==> config.mk <==
export PLATFORM = sky130hd
export DESIGN_NAME = f_npc_ctrl
export DESIGN_NICKNAME = d
export VERILOG_FILES = /design/src/rtl/mips_pkg.sv /design/src/rtl/npc_target.sv /design/src/rtl/f_npc_ctrl.sv
export SDC_FILE = /design/constraint.sdc
export NUM_CORES = 1
export LEC_CHECK = 0
export CELL_PAD_IN_SITES_DETAIL_PLACEMENT = 1
export CELL_PAD_IN_SITES_GLOBAL_PLACEMENT = 1
export CORE_MARGIN = 2
export CORE_UTILIZATION = 37
export CTS_CLUSTER_DIAMETER = 200
export CTS_CLUSTER_SIZE = 16
export DETAILED_ROUTE_END_ITERATION = 10
export GPL_ROUTABILITY_DRIVEN = 0
export GPL_TIMING_DRIVEN = 0
export MAX_ROUTING_LAYER = met4
export PLACE_DENSITY = 0.94
export SETUP_SLACK_MARGIN = 0.5
export SYNTH_ARGS = -nofsm -noshare
export SYNTH_HDL_FRONTEND = slang
export SYNTH_SLANG_ARGS = --single-unit
==> constraint.sdc <==
create_clock -name clk -period 11.3 [get_ports clk]
set_input_delay 2.26 -clock clk [delete_from_list [all_inputs] [get_ports clk]]
set_output_delay 2.26 -clock clk [all_outputs]
set_load 0.05 [all_outputs]
==> src/rtl/mips_pkg.sv <==
// rtl/mips_pkg.sv - shared MIPS pipeline control encodings and helpers
package mips_pkg;

    // D-stage control-transfer type; codes 6 and 7 are reserved and decode as none
    typedef enum logic [2:0] {
        BR_NONE = 3'd0,
        BR_BEQ  = 3'd1,
        BR_BNE  = 3'd2,
        BR_BOVF = 3'd3,
        BR_J    = 3'd4,
        BR_JR   = 3'd5
    } br_type_e;

    localparam logic [31:0] PC_RESET_DEFAULT = 32'h0000_3000;

    // Branch byte offset: sign-extended word offset shifted left by two
    function automatic logic [31:0] sext_shift(input logic [15:0] imm16);
        return {{14{imm16[15]}}, imm16, 2'b00};
    endfunction

endpackage

==> src/rtl/npc_target.sv <==
// rtl/npc_target.sv - combinational branch/jump take and target resolution
module npc_target
    import mips_pkg::*;
(
    input  logic [31:0] d_pc,
    input  logic [2:0]  d_br_type,
    input  logic [15:0] d_imm16,
    input  logic [25:0] d_index26,
    input  logic [31:0] d_rs_val,
    input  logic        cmp_zero,
    input  logic        cmp_ovf,
    output logic        take,
    output logic [31:0] target
);

    logic [31:0] pc4;
    logic [31:0] br_target;
    logic [31:0] j_target;

    assign pc4       = d_pc + 32'd4;
    assign br_target = pc4 + sext_shift(d_imm16);
    // Jump region comes from the delay-slot PC, so a jump in the last word of a
    // 256 MB region lands in the next region
    assign j_target  = {pc4[31:28], d_index26, 2'b00};

    // Decode the control type into a take decision and its redirect target
    always_comb begin
        take   = 1'b0;
        target = br_target;
        case (d_br_type)
            BR_BEQ: begin
                take   = cmp_zero;
                target = br_target;
            end
            BR_BNE: begin
                take   = ~cmp_zero;
                target = br_target;
            end
            BR_BOVF: begin
                take   = cmp_ovf;
                target = br_target;
            end
            BR_J: begin
                take   = 1'b1;
                target = j_target;
            end
            BR_JR: begin
                take   = 1'b1;
                target = d_rs_val;
            end
            default: begin
                take   = 1'b0;
                target = br_target;
            end
        endcase
    end

endmodule

==> src/rtl/f_npc_ctrl.sv <==
// rtl/f_npc_ctrl.sv - F-stage PC, F/D register and branch redirect control
module f_npc_ctrl
    import mips_pkg::*;
#(
    parameter logic [31:0] PC_RESET = PC_RESET_DEFAULT,
    parameter int          PC_STEP  = 4,
    parameter int          CNT_W    = 32
) (
    input  logic             clk,
    input  logic             reset,
    input  logic             stall,
    input  logic [31:0]      f_instr,
    input  logic [2:0]       d_br_type,
    input  logic [15:0]      d_imm16,
    input  logic [25:0]      d_index26,
    input  logic [31:0]      d_rs_val,
    input  logic             cmp_zero,
    input  logic             cmp_ovf,
    output logic [31:0]      f_pc,
    output logic [31:0]      d_pc,
    output logic [31:0]      d_instr,
    output logic [31:0]      d_pc8,
    output logic             redirect,
    output logic [CNT_W-1:0] taken_cnt
);

    logic        take;
    logic [31:0] target;
    logic [31:0] next_pc;

    npc_target u_npc_target (
        .d_pc      (d_pc),
        .d_br_type (d_br_type),
        .d_imm16   (d_imm16),
        .d_index26 (d_index26),
        .d_rs_val  (d_rs_val),
        .cmp_zero  (cmp_zero),
        .cmp_ovf   (cmp_ovf),
        .take      (take),
        .target    (target)
    );

    // A stalled cycle may see stale comparator operands, so it never redirects
    assign redirect = take & ~stall;
    assign next_pc  = redirect ? target : (f_pc + 32'(PC_STEP));
    assign d_pc8    = d_pc + 32'd8;

    // PC, F/D register and redirect counter; the delay slot is never flushed
    always_ff @(posedge clk) begin
        if (reset) begin
            f_pc      <= PC_RESET;
            d_pc      <= 32'd0;
            d_instr   <= 32'd0;
            taken_cnt <= '0;
        end else if (!stall) begin
            f_pc      <= next_pc;
            d_pc      <= f_pc;
            d_instr   <= f_instr;
            taken_cnt <= taken_cnt + {{(CNT_W-1){1'b0}}, redirect};
        end
    end

endmodule

# After elaboration in Yosys (flattened, before gate mapping)
# Index checks and enable logic that the tools add are counted.
dict set report totals {
  ff_bits 128
  latchBits 0
  mem_bits_rw 0
  romBits 0
  input_bits 114
  out_inout_bits 161
  elab_cells 21
  n_memories 0
}
dict set report classes {
  n_addsub 5
  n_mul 0
  div 0
  magnitude_cmp 0
  eq_ne 5
  shifts 0
  n_mux 3
  n_bitwise 3
  n_reduce_logical 1
}
# cell n
set ops {}
lappend ops {{$add 32x3->32 const B} 2}
lappend ops {{$pmux 32 s2} 1}
lappend ops {{$add 32x1->32} 1}
lappend ops {{$add 32x32->32} 1}
lappend ops {{$add 32x4->32 const B} 1}
lappend ops {{$mux 32} 1}
lappend ops {{$eq 3x2->1 const B} 2}
lappend ops {{$eq 3x3->1 const B} 2}
lappend ops {{$pmux 1 s4} 1}
lappend ops {{$eq 3x1->1 const B} 1}
lappend ops {{$not 1->1} 2}
lappend ops {{$reduce_or 2->1} 1}
lappend ops {{$and 1x1->1} 1}

# Longest topological paths before layout
# Gate-level depths: netlist of the first run.
dict set report logic_depth {
  ltp_word 5
  depth_mapped 20
  depth_no_buf 17
}

# Hierarchy
# Synthesis of the first run repeated with hierarchy kept, for this count alone.
dict set report hier_totals {
  hier_cells 1159
  hier_area_um2 9097.5
}
# module n_inst cells_per_inst area_per_inst_um2 seq_area_each_um2
set by_module_without_submodules {}
lappend by_module_without_submodules {f_npc_ctrl 1 733 6216.0 2562.5}
lappend by_module_without_submodules {npc_target 1 426 2881.5 0.0}

# Least setup slack after synthesis of the first run
# Ideal clock, no wire load.
dict set report synth_timing {
  path_kind {in2out}
  from {input d_br_type[0]}
  to {output redirect}
  arrival_ps 3736
  required_ps 9040
  slack_ps 5304
  stages 10
  path_buffers 5
  path_cell_list {clkbuf_1 nor2b_1 o21ai_1 and2_1 clkbuf_1 nand2_1 buf_2 inv_2 buf_2 buf_2}
}
dict set report synth_between {
  elab_chain_cells 4
  word_cells_on_any_way 8
  cone_classes {eq/ne: 5; mux: 1; bitwise: 1; reduce/logical: 1}
}
# item line
set synth_rtl {}
lappend synth_rtl {{start, declared} f_npc_ctrl.sv:13} ;# input logic [2:0] d_br_type,
lappend synth_rtl {{$eq 3x3->1} npc_target.sv:30} ;# case (d_br_type)
lappend synth_rtl {{$reduce_or 2->1 (no source line)} n/a}
lappend synth_rtl {{$pmux 1 s4 (*)} npc_target.sv:30}
lappend synth_rtl {{$and 1x1->1 (*)} f_npc_ctrl.sv:44} ;# assign redirect = take & ~stall;
lappend synth_rtl {{end, declared} f_npc_ctrl.sv:23} ;# output logic redirect,
# Every way passes the cells marked *; elsewhere a longest branch is shown, timed or not.

# Worst setup path after layout of the first run
dict set report layout_timing {
  from {input d_br_type[1]}
  to {output redirect}
}
# Same word-level chain as after synthesis.

==> summary.txt, run 1 <==
Setup path
  – Crit path capture type: output pin
  – R2R Setup Slk: 6.23 ns
  – Arrival @ worst endpoint: 5.46 ns
  – Startpoint types: input pin
  – WS Path Type: input pin to output pin
  – Crit path max fanout: 11
  – Worst path required time: 9.04 ns

Die
  – Die X: 157.3 um
  – Top Ports: 275
  – FP Rows: 56
  – Total core area: 23260 um2
  – Die extent in y: 157.3 um
  – Initial Util: 0.3735
  – Total Die Area: 24730 um2

GRT
  – Global-route wire length before repair: 63020 um
  – GRT busiest layer: met2
  – Tot GR Track Use: 0.3435
  – Antenna violations before repair: 1
  – GR Layer Usage met1: 0.3671
  – Largest net degree at the start of global routing: 19
  – Vias in the first global route: 10986
  – M2 GR Usage: 0.5770
  – Met3 GRT Util: 0.07819
  – Global route overflow: 0

Routing
  – Via density: 5.985
  – Post-DR wirelength/cell: 24.37 um
  – Total wire length: 41970 um
  – DRT antenna net count: 0
  – Via count: 10307
  – DR pass1 iterations: 5
  – Drt first-iter violations: 942
  – DRC viols: 0

Timing
  – Final min period: 7.719 ns
  – Setup_tns: 0 ns
  – Worst slew pin tran: 1.267 ns
  – WHS: 0.5010 ns
  – Final setup skew: 0.01409 ns
  – Peak Freq: 129.6 MHz
  – Final hold vios: 0
  – Slew headroom: 0.1475
  – Fin crit share: 0.6831
  – RSZ-0062 raised after global routing: false
  – Max Slew Vio Count: 0
  – Setup Viol. Count Final: 0

Synth
  – Syn Std Cell Area: 8690 um2
  – #FFs+latches synth: 128
  – Syn Inst Count: 1097
  – Count of yosys warnings during synthesis: 0
  – Register area share after synthesis: 0.2949
  – Synthesized net count: 1250
  – Netlist cell types: 66
  – EDFF count, synth: 0
  – Cell with the most instances after synthesis: nor2_1
  – Top cells by area, synth: dfxtp_1 (29%), mux2i_1 (10%), nor2_1 (6.7%)
  – Synth cell count leaders: nor2_1 (156), dfxtp_1 (128), a21oi_1 (88), mux2i_1 (87), nand2_1 (79)
  – Top cell type's share of synthesized area: 0.2949
  – Area leader, netlist: dfxtp_1
  – Ys flop type: dfxtp_1
  – Post-synth ARST share: 0
  – Mapped Avg Cell Area: 7.921 um2

Power and ir drop
  – P_sw: 550.4 uW
  – Internal power: 914.8 uW
  – Comb pwr share: 0.273
  – Clock network fraction of design power: 0.384
  – Sequential Power Share: 0.344
  – Switching part of the total power: 0.3757
  – Pleak: 4.932 nW
  – PwrDens: 118.0 nW/um2
  – VDD IR max: 111.7 uV

Clocking
  – Post-CTS setup buffers: 0
  – CTS root buf: clkbuf_16
  – Post-CTS sizing: 0
  – CTS buffer count: 17
  – H-tree levels: 4
  – Clk slew on worst S/H paths: 0.06 ns
  – Worst skew pair latency: 0.44 ns
  – Post-cts hold buffer count: 0
  – CTS tree: done
  – Clock Path Buffers: 2
  – Clock sink count: 128

Worst hold path
  – Class of the worst hold path: register to register

Run status
  – Status: complete, no violations

Layout
  – Final instance area: 12410 um2
  – Share of layout cells above drive strength 1: 0.04708
  – Final core occ: 0.5336
  – Register area: 2562 um2
  – Area taken by multi-input logic gates: 5766 um2
  – Synthesis-to-finish area growth: 42.84%
  – Nets: 1542
  – # fillers: 2801

Flow run
  – Max-Cap Viols: 0

Placed design
  – Post-DP HPWL: 30200 um
  – Dpl cell area: 11820 um2
  – # port buffers: 273
-- flip-flops by register name, summed over array words and instances (netlist names) --
register / count
d_instr: 32
d_pc: 32
f_pc: 32
taken_cnt: 32
-- worst paths after layout --
path                 from           to  depth (start not counted)
max          d_br_type[1]     redirect                         11
min           d_instr[14]  d_instr[14]                          2
max reg2reg       d_pc[4]     f_pc[27]                         17
min reg2reg   d_instr[14]  d_instr[14]                          2
-- metal layers --
metal / share of wire / wire (um)
met1: 0.36 / 15160
met2: 0.49 / 20450
met3: 0.088 / 3685
met4: 0.064 / 2674
met5: 0 / 0
-- power groups by stage --
stage	clock (mW)	sequential (mW)	combinational, mW
global route	0.581	0.504	0.416
CTS	0.564	0.501	0.392
finish	0.562	0.503	0.400
detailed placement	0	0.510	0.382
global placement	0	0.508	0.371
floorplan	0	0.572	0.159
-- through the flow --
step	worst slack, ns	total power [mW]	instances
6_report	3.581	1.465	1722
5_1_grt	3.507	1.501	1722
4_1_cts	3.681	1.457	1721
3_5_place_dp	3.691	0.8922	1689
3_3_place_gp	3.755	0.8785	1689
2_1_floorplan	5.304	0.7303	1097
-- placed cells by master (no fill, tap or decap), drive strengths merged, types with 3 or more instances in the layout --
cell type | synthesis | final
clkdlybuf4s50 | 0 | 273
and2 | 8 | 8
nor2 | 156 | 156
a2111oi | 3 | 3
o211ai | 10 | 10
ha | 38 | 38
nor3 | 24 | 24
a311oi | 3 | 3
nor2b | 9 | 9
xor2 | 48 | 48
and3 | 14 | 14
nand2 | 79 | 79
o22ai | 6 | 6
inv | 19 | 29
or3 | 10 | 10
xnor2 | 57 | 57
nor3b | 3 | 3
a21o | 20 | 20
o21ai | 52 | 52
nor4 | 9 | 9
a211oi | 13 | 13
a21oi | 88 | 88
buf | 27 | 27
nand3 | 51 | 51
a31oi | 8 | 8
o31ai | 5 | 5
clkinv | 0 | 4
and4 | 7 | 7
mux2i | 87 | 87
dfxtp | 128 | 128
nand3b | 3 | 3
mux2 | 6 | 6
a221oi | 3 | 3
nand2b | 4 | 4
clkbuf | 41 | 58
nand4 | 26 | 26
o21bai | 8 | 8
-- cell families after synthesis --
logic type      Yosys count  share of synthesized area
xor+xnor                105                     0.1058
compound gates          235                     0.1644
fa+ha+maj                39                    0.05702
mux                      93                     0.1080
buf+inv                  87                    0.04161
simple gates            410                     0.2282
flops                   128                     0.2949
-- area by class of cell --
type | instances | share of cell area
clock inverter | 15 | 0.01310
inverter | 19 | 0.005746
multi-input combinational | 882 | 0.4645
antenna | 1 | 0.0002016
buffer | 68 | 0.02339
sequential | 128 | 0.2065
tap | 319 | 0.03216
clock buffer | 17 | 0.03427
timing repair buffer | 273 | 0.2202
-- critical path, stage by stage --
cell	delay [ns]
clkdlybuf4s50_1	0.51
nor2b_1	0.14
a211o_1	0.12
and2_1	0.12
clkbuf_1	0.31
nand2_1	0.12
buf_2	0.22
inv_2	0.10
buf_2	0.28
buf_2	0.36
clkdlybuf4s50_1	0.88
(Power assumes the default switching activity.)
==> run 2: changes to the inputs <==
Settings changed: CORE_UTILIZATION 37 to 34, PLACE_DENSITY 0.94 to 0.88.
Clock period 11.3 ns to 7.6 ns, I/O delays scaled along.
==> run 2 against run 1 <==
- sequential power up 48%
- register-to-register slack worse by 3.5 ns
- global-route usage down 6.0 points
- wire length down 12%
- setup slack worse by 2.1 ns
- total power up 47%
- via count down 6.8%
- die area up 8.6%
- core utilization down 3.9 points
- sequential cell count unchanged
- clock-buffer cell count up 1
- non-clock buffer count unchanged
- critical endpoint unchanged
==> summary.txt, run 2 (synthesized netlist as in run 1, its figures left out) <==
Timing
  – WHS: 0.5079 ns
  – Setup Viol. Count Final: 0
  – Final min period: 6.079 ns
  – Slew headroom: 0.2086
  – Worst slew pin tran: 1.176 ns
  – Final hold vios: 0
  – Final setup skew: 0.01155 ns
  – Max Slew Vio Count: 0
  – Fin crit share: 0.7999
  – Setup_tns: 0 ns
  – Peak Freq: 164.5 MHz
  – RSZ-0062 raised after global routing: false

GRT
  – Global-route wire length before repair: 56460 um
  – M2 GR Usage: 0.4824
  – Largest net degree at the start of global routing: 19
  – Tot GR Track Use: 0.2831
  – GRT busiest layer: met2
  – Global route overflow: 0
  – GR Layer Usage met1: 0.3277
  – Vias in the first global route: 10077
  – Antenna violations before repair: 1
  – Met3 GRT Util: 0.05556

Setup path
  – Slowest cell on crit path: clkdlybuf4s50_1
  – Crit path largest cell delay: 0.87 ns
  – Top delay family on crit path: buffers and inverters
  – CP dominant cell by count: buf_2
  – Critical path, cell by cell: clkdlybuf4s50_1, nor2b_1, o21ai_1, and2_1, clkbuf_1, nand2_1, buf_2, inv_2, buf_2, buf_2, clkdlybuf4s50_1
  – Arrival @ worst endpoint: 4.56 ns
  – Buf/Inv on CP: 7
  – Startpoint types: input pin
  – Worst path required time: 6.08 ns
  – Crit path max fanout: 11
  – Crit path capture type: output pin
  – WS Path Type: input pin to output pin

Die
  – Die X: 163.9 um
  – Initial Util: 0.3461
  – Total Die Area: 26850 um2
  – FP Rows: 58
  – Die extent in y: 163.9 um
  – Total core area: 25110 um2
  – Top Ports: 275

Clocking
  – CTS tree: done
  – H-tree levels: 4
  – CTS buffer count: 17
  – Post-CTS setup buffers: 0
  – Clk slew on worst S/H paths: 0.07 ns
  – Post-cts hold buffer count: 0
  – Clock Path Buffers: 2
  – Clock sink count: 128
  – Post-CTS sizing: 0
  – CTS root buf: clkbuf_16
  – Worst skew pair latency: 0.44 ns

Layout
  – Commonest non-fill, non-tap cell in the layout: clkdlybuf4s50_1
  – Nets: 1542
  – Final instance area: 12420 um2
  – Share of layout cells above drive strength 1: 0.04708
  – # fillers: 3029
  – Most frequent cells in the layout: clkdlybuf4s50_1 (273), nor2_1 (156), dfxtp_1 (128)
  – Non-Filler Instances: 1733
  – Synthesis-to-finish area growth: 42.94%
  – Area taken by multi-input logic gates: 5766 um2
  – Register area: 2562 um2

Routing
  – Drt first-iter violations: 437
  – Post-DR wirelength/cell: 21.32 um
  – Via count: 9607
  – Total wire length: 36940 um
  – DRT antenna net count: 0
  – DRC viols: 0
  – Via density: 5.544
  – DR pass1 iterations: 5

Power and ir drop
  – P_sw: 757.5 uW
  – Sequential Power Share: 0.347
  – Switching part of the total power: 0.3529
  – Pleak: 4.933 nW
  – Internal power: 1.389 mW
  – Clock network fraction of design power: 0.387
  – PwrDens: 172.8 nW/um2
  – Comb pwr share: 0.267
  – VDD IR max: 147.7 uV

Placed design
  – # port buffers: 273
  – Post-DP HPWL: 29270 um
  – Dpl cell area: 11840 um2
  – Cells after DPL: 1700

Worst hold path
  – Class of the worst hold path: register to register

Flow run
  – Max-Cap Viols: 0

Run status
  – Status: complete, no violations
==> run 2: cell count changes in the layout (fill, tap and decap cells not counted), sizes merged <==
cell,delta
clkbuf,+1
inv,-2
bufinv,+1
==> run 2: cell type report <==
class,count,share of cell area
multi-input combinational,882,0.4642
timing repair buffer,273,0.2200
sequential,128,0.2063
clock buffer,18,0.03536
tap,330,0.03324
buffer,68,0.02337
clock inverter,14,0.01158
inverter,19,0.005742
antenna,1,0.0002015
==> run 2: power by group through the flow <==
stage               Combinational (mW)  Clock [mW]  Sequential, mW
floorplan                        0.236           0           0.850
finish                           0.573       0.830           0.744
global placement                 0.554           0           0.756
detailed placement               0.565           0           0.757
global route                     0.605       0.864           0.748
CTS                              0.570       0.834           0.743
==> run 2: layer usage <==
metal	part of all wire	wire length [um]	up-vias
li1	-	-	4494
met4	0.034	1247	0
met1	0.40	14720	4630
met3	0.071	2626	78
met2	0.50	18350	405
met5	0	0	-
==> run 2: worst register-to-register path, stage by stage (launching register included) <==
cell      delay, ns
dfxtp_1        0.50
ha_1           0.30
nand4_1        0.27
nor3_1         0.40
nand3_1        0.29
nor2_1         0.29
and3_1         0.29
nand4_1        0.13
xnor2_1        0.20
ha_1           0.41
nand2_1        0.11
o21ai_0        0.25
o31ai_1        0.12
a31oi_1        0.41
a211oi_1       0.17
xnor2_1        0.17
a21oi_1        0.31
a21oi_1        0.12
==> run 2: through the flow <==
stage | total power, mW | utilization | worst slack (ns)
after floorplan | 1.086 | - | 2.527
after global placement | 1.310 | 0.4713 | 1.603
after detailed placement | 1.322 | 0.4713 | 1.457
after CTS | 2.147 | 0.4946 | 1.577
after global routing | 2.217 | 0.4947 | 1.364
final | 2.147 | 0.4947 | 1.521
==> run 2: final timing paths <==
check,start,endpoint,slack [ns],cells past startpoint
max,cmp_ovf,redirect,1.52,11
min,d_instr[29],d_instr[29],0.51,2
max reg2reg,d_pc[4],f_pc[31],2.74,17
min reg2reg,d_instr[29],d_instr[29],0.51,2
==> run 3: changes to the inputs <==
Clock period 7.6 ns to 6.1 ns, I/O delays scaled along.
==> run 3 against run 2 <==
- clock power grew 24%
- die area is the same
- global-route usage is the same
- register-to-register slack lost 1.5 ns
- setup slack lost 0.84 ns
- via count grew 0.20%
- critical path type unchanged
- critical endpoint unchanged
==> summary.txt, run 3 (synthesized netlist as in run 1, its figures left out) <==
Power and ir drop
  – Pleak: 4.945 nW
  – Power, Total: 2.675 mW
  – PwrDens: 214.8 nW/um2
  – VDD IR max: 185.5 uV

Timing
  – Peak Freq: 184.7 MHz
  – Max Slew Vio Count: 0
  – Final hold vios: 0
  – Setup Viol. Count Final: 0
  – Final setup skew: 0.01169 ns
  – Slew headroom: 0.2068
  – Worst slew pin tran: 1.179 ns
  – RSZ-0062 raised after global routing: true
  – Final min period: 5.415 ns
  – Fin crit share: 0.8877
  – Setup_tns: 0 ns

GRT
  – Antenna violations before repair: 1
  – Global-route wire length before repair: 56460 um
  – Global route overflow: 0
  – Vias in the first global route: 10077
  – Tot GR Track Use: 0.2831
  – Largest net degree at the start of global routing: 19

Die
  – FP Rows: 58
  – Total Die Area: 26850 um2
  – Top Ports: 275
  – Total core area: 25110 um2
  – Initial Util: 0.3461
  – Die extent in y: 163.9 um
  – Die X: 163.9 um

Run status
  – Status: complete, no violations

Worst hold path
  – Class of the worst hold path: register to register

Flow run
  – Max-Cap Viols: 0

Clocking
  – Worst skew pair latency: 0.43 ns
  – H-tree levels: 4
  – Clk slew on worst S/H paths: 0.07 ns
  – Clock Path Buffers: 2
  – CTS root buf: clkbuf_16
  – CTS buffer count: 17
  – CTS tree: done
  – Clock sink count: 128

Routing
  – Via count: 9626
  – Via density: 5.545
  – Drt first-iter violations: 433
  – Post-DR wirelength/cell: 21.31 um
  – DR pass1 iterations: 5
  – Total wire length: 36990 um
  – DRC viols: 0
  – DRT antenna net count: 0

Setup path
  – Startpoint types: input pin
  – Critical path, cell by cell: clkdlybuf4s50_1, nor2b_1, o21ai_1, and2_1, clkbuf_1, nand2_1, buf_2, inv_2, buf_2, clkbuf_4, clkdlybuf4s50_1
  – Worst Setup SP: cmp_ovf
  – Worst setup endpoint: redirect
  – Arrival @ worst endpoint: 4.19 ns
  – Crit path capture type: output pin
  – Reg2reg path depth: 17
  – Slowest cell on crit path: clkdlybuf4s50_1
  – Worst r2r dst: f_pc[31]
  – Worst reg2reg path startpoint: d_pc[4]
  – Crit path max fanout: 11
  – R2R Setup Slk: 1.21 ns
  – Worst path required time: 4.88 ns
  – Crit path largest cell delay: 0.85 ns
  – WS Path Type: input pin to output pin

Layout
  – Share of layout cells above drive strength 1: 0.05053
  – Commonest non-fill, non-tap cell in the layout: clkdlybuf4s50_1
  – Nets: 1545
  – Most frequent cells in the layout: clkdlybuf4s50_1 (273), nor2_1 (156), dfxtp_1 (128)
  – Synthesis-to-finish area growth: 43.31%

Placed design
  – Post-DP HPWL: 29270 um
  – # port buffers: 273
[run 3: area by class of cell]
type	instances	area, um2
fill	3026	12660
timing repair buffer	276	2755
antenna	1	2.502
clock buffer	18	439.2
multi-input combinational	882	5773
buffer	68	292.8
tap	330	412.9
inverter	19	71.32
clock inverter	14	143.9
sequential	128	2562
[run 3: timing repair]
item | in CTS | in global routing
hold buffers | 0 | 0
resized for setup | 0 | 3
setup endpoints to repair | 0 | 5
buffers inserted | 0 | 3
[run 3: per-layer routing]
layer / part of all wire / global-route usage
met1: 0.40 / 0.3277
met2: 0.50 / 0.4824
met3: 0.070 / 0.05556
met4: 0.035 / 0.1112
met5: 0 / -
[run 3: through the flow]
stage / setup WS [ns] / utilization / instance area (um2) / cells / hold slack, ns
5_1_grt: 0.5114 / 0.4960 / 12450 / 1736 / 0.5339
6_report: 0.6850 / 0.4960 / 12450 / 1736 / 0.5076
4_1_cts: 0.6105 / 0.4946 / 12420 / 1732 / 0.5109
2_1_floorplan: 1.327 / - / 8690 / 1097 / 0.7153
3_3_place_gp: 0.4507 / 0.4713 / 11840 / 1700 / 0.4728
3_5_place_dp: 0.2570 / 0.4713 / 11840 / 1700 / 0.4907
[run 3: how the worst min path moves through the flow]
stage | slack (ns) | from | endpoint | depth (start not counted)
after CTS | 0.51 | d_instr[26] | d_instr[26] | 2
after detailed placement | 0.49 | d_instr[26] | d_instr[26] | 2
after floorplan | 0.72 | d_pc[0] | f_pc[0] | 2
final | 0.51 | d_instr[27] | d_instr[27] | 2
after global placement | 0.47 | d_instr[16] | d_instr[16] | 2
after global routing | 0.53 | d_instr[27] | d_instr[27] | 2
[run 3: critical path: cells and delay by family]
kind	cells	cell delay, ns
buffers and inverters	7	2.52
AO/OA/AOI/OAI	1	0.14
AND/OR/NAND/NOR	3	0.32
[run 3: report_power, final]
part / internal (mW) / leakage (nW) / switching [mW]
combinational: 0.271 / 3.61 / 0.444
clock: 0.586 / 0.287 / 0.448
sequential: 0.875 / 1.05 / 0.0522
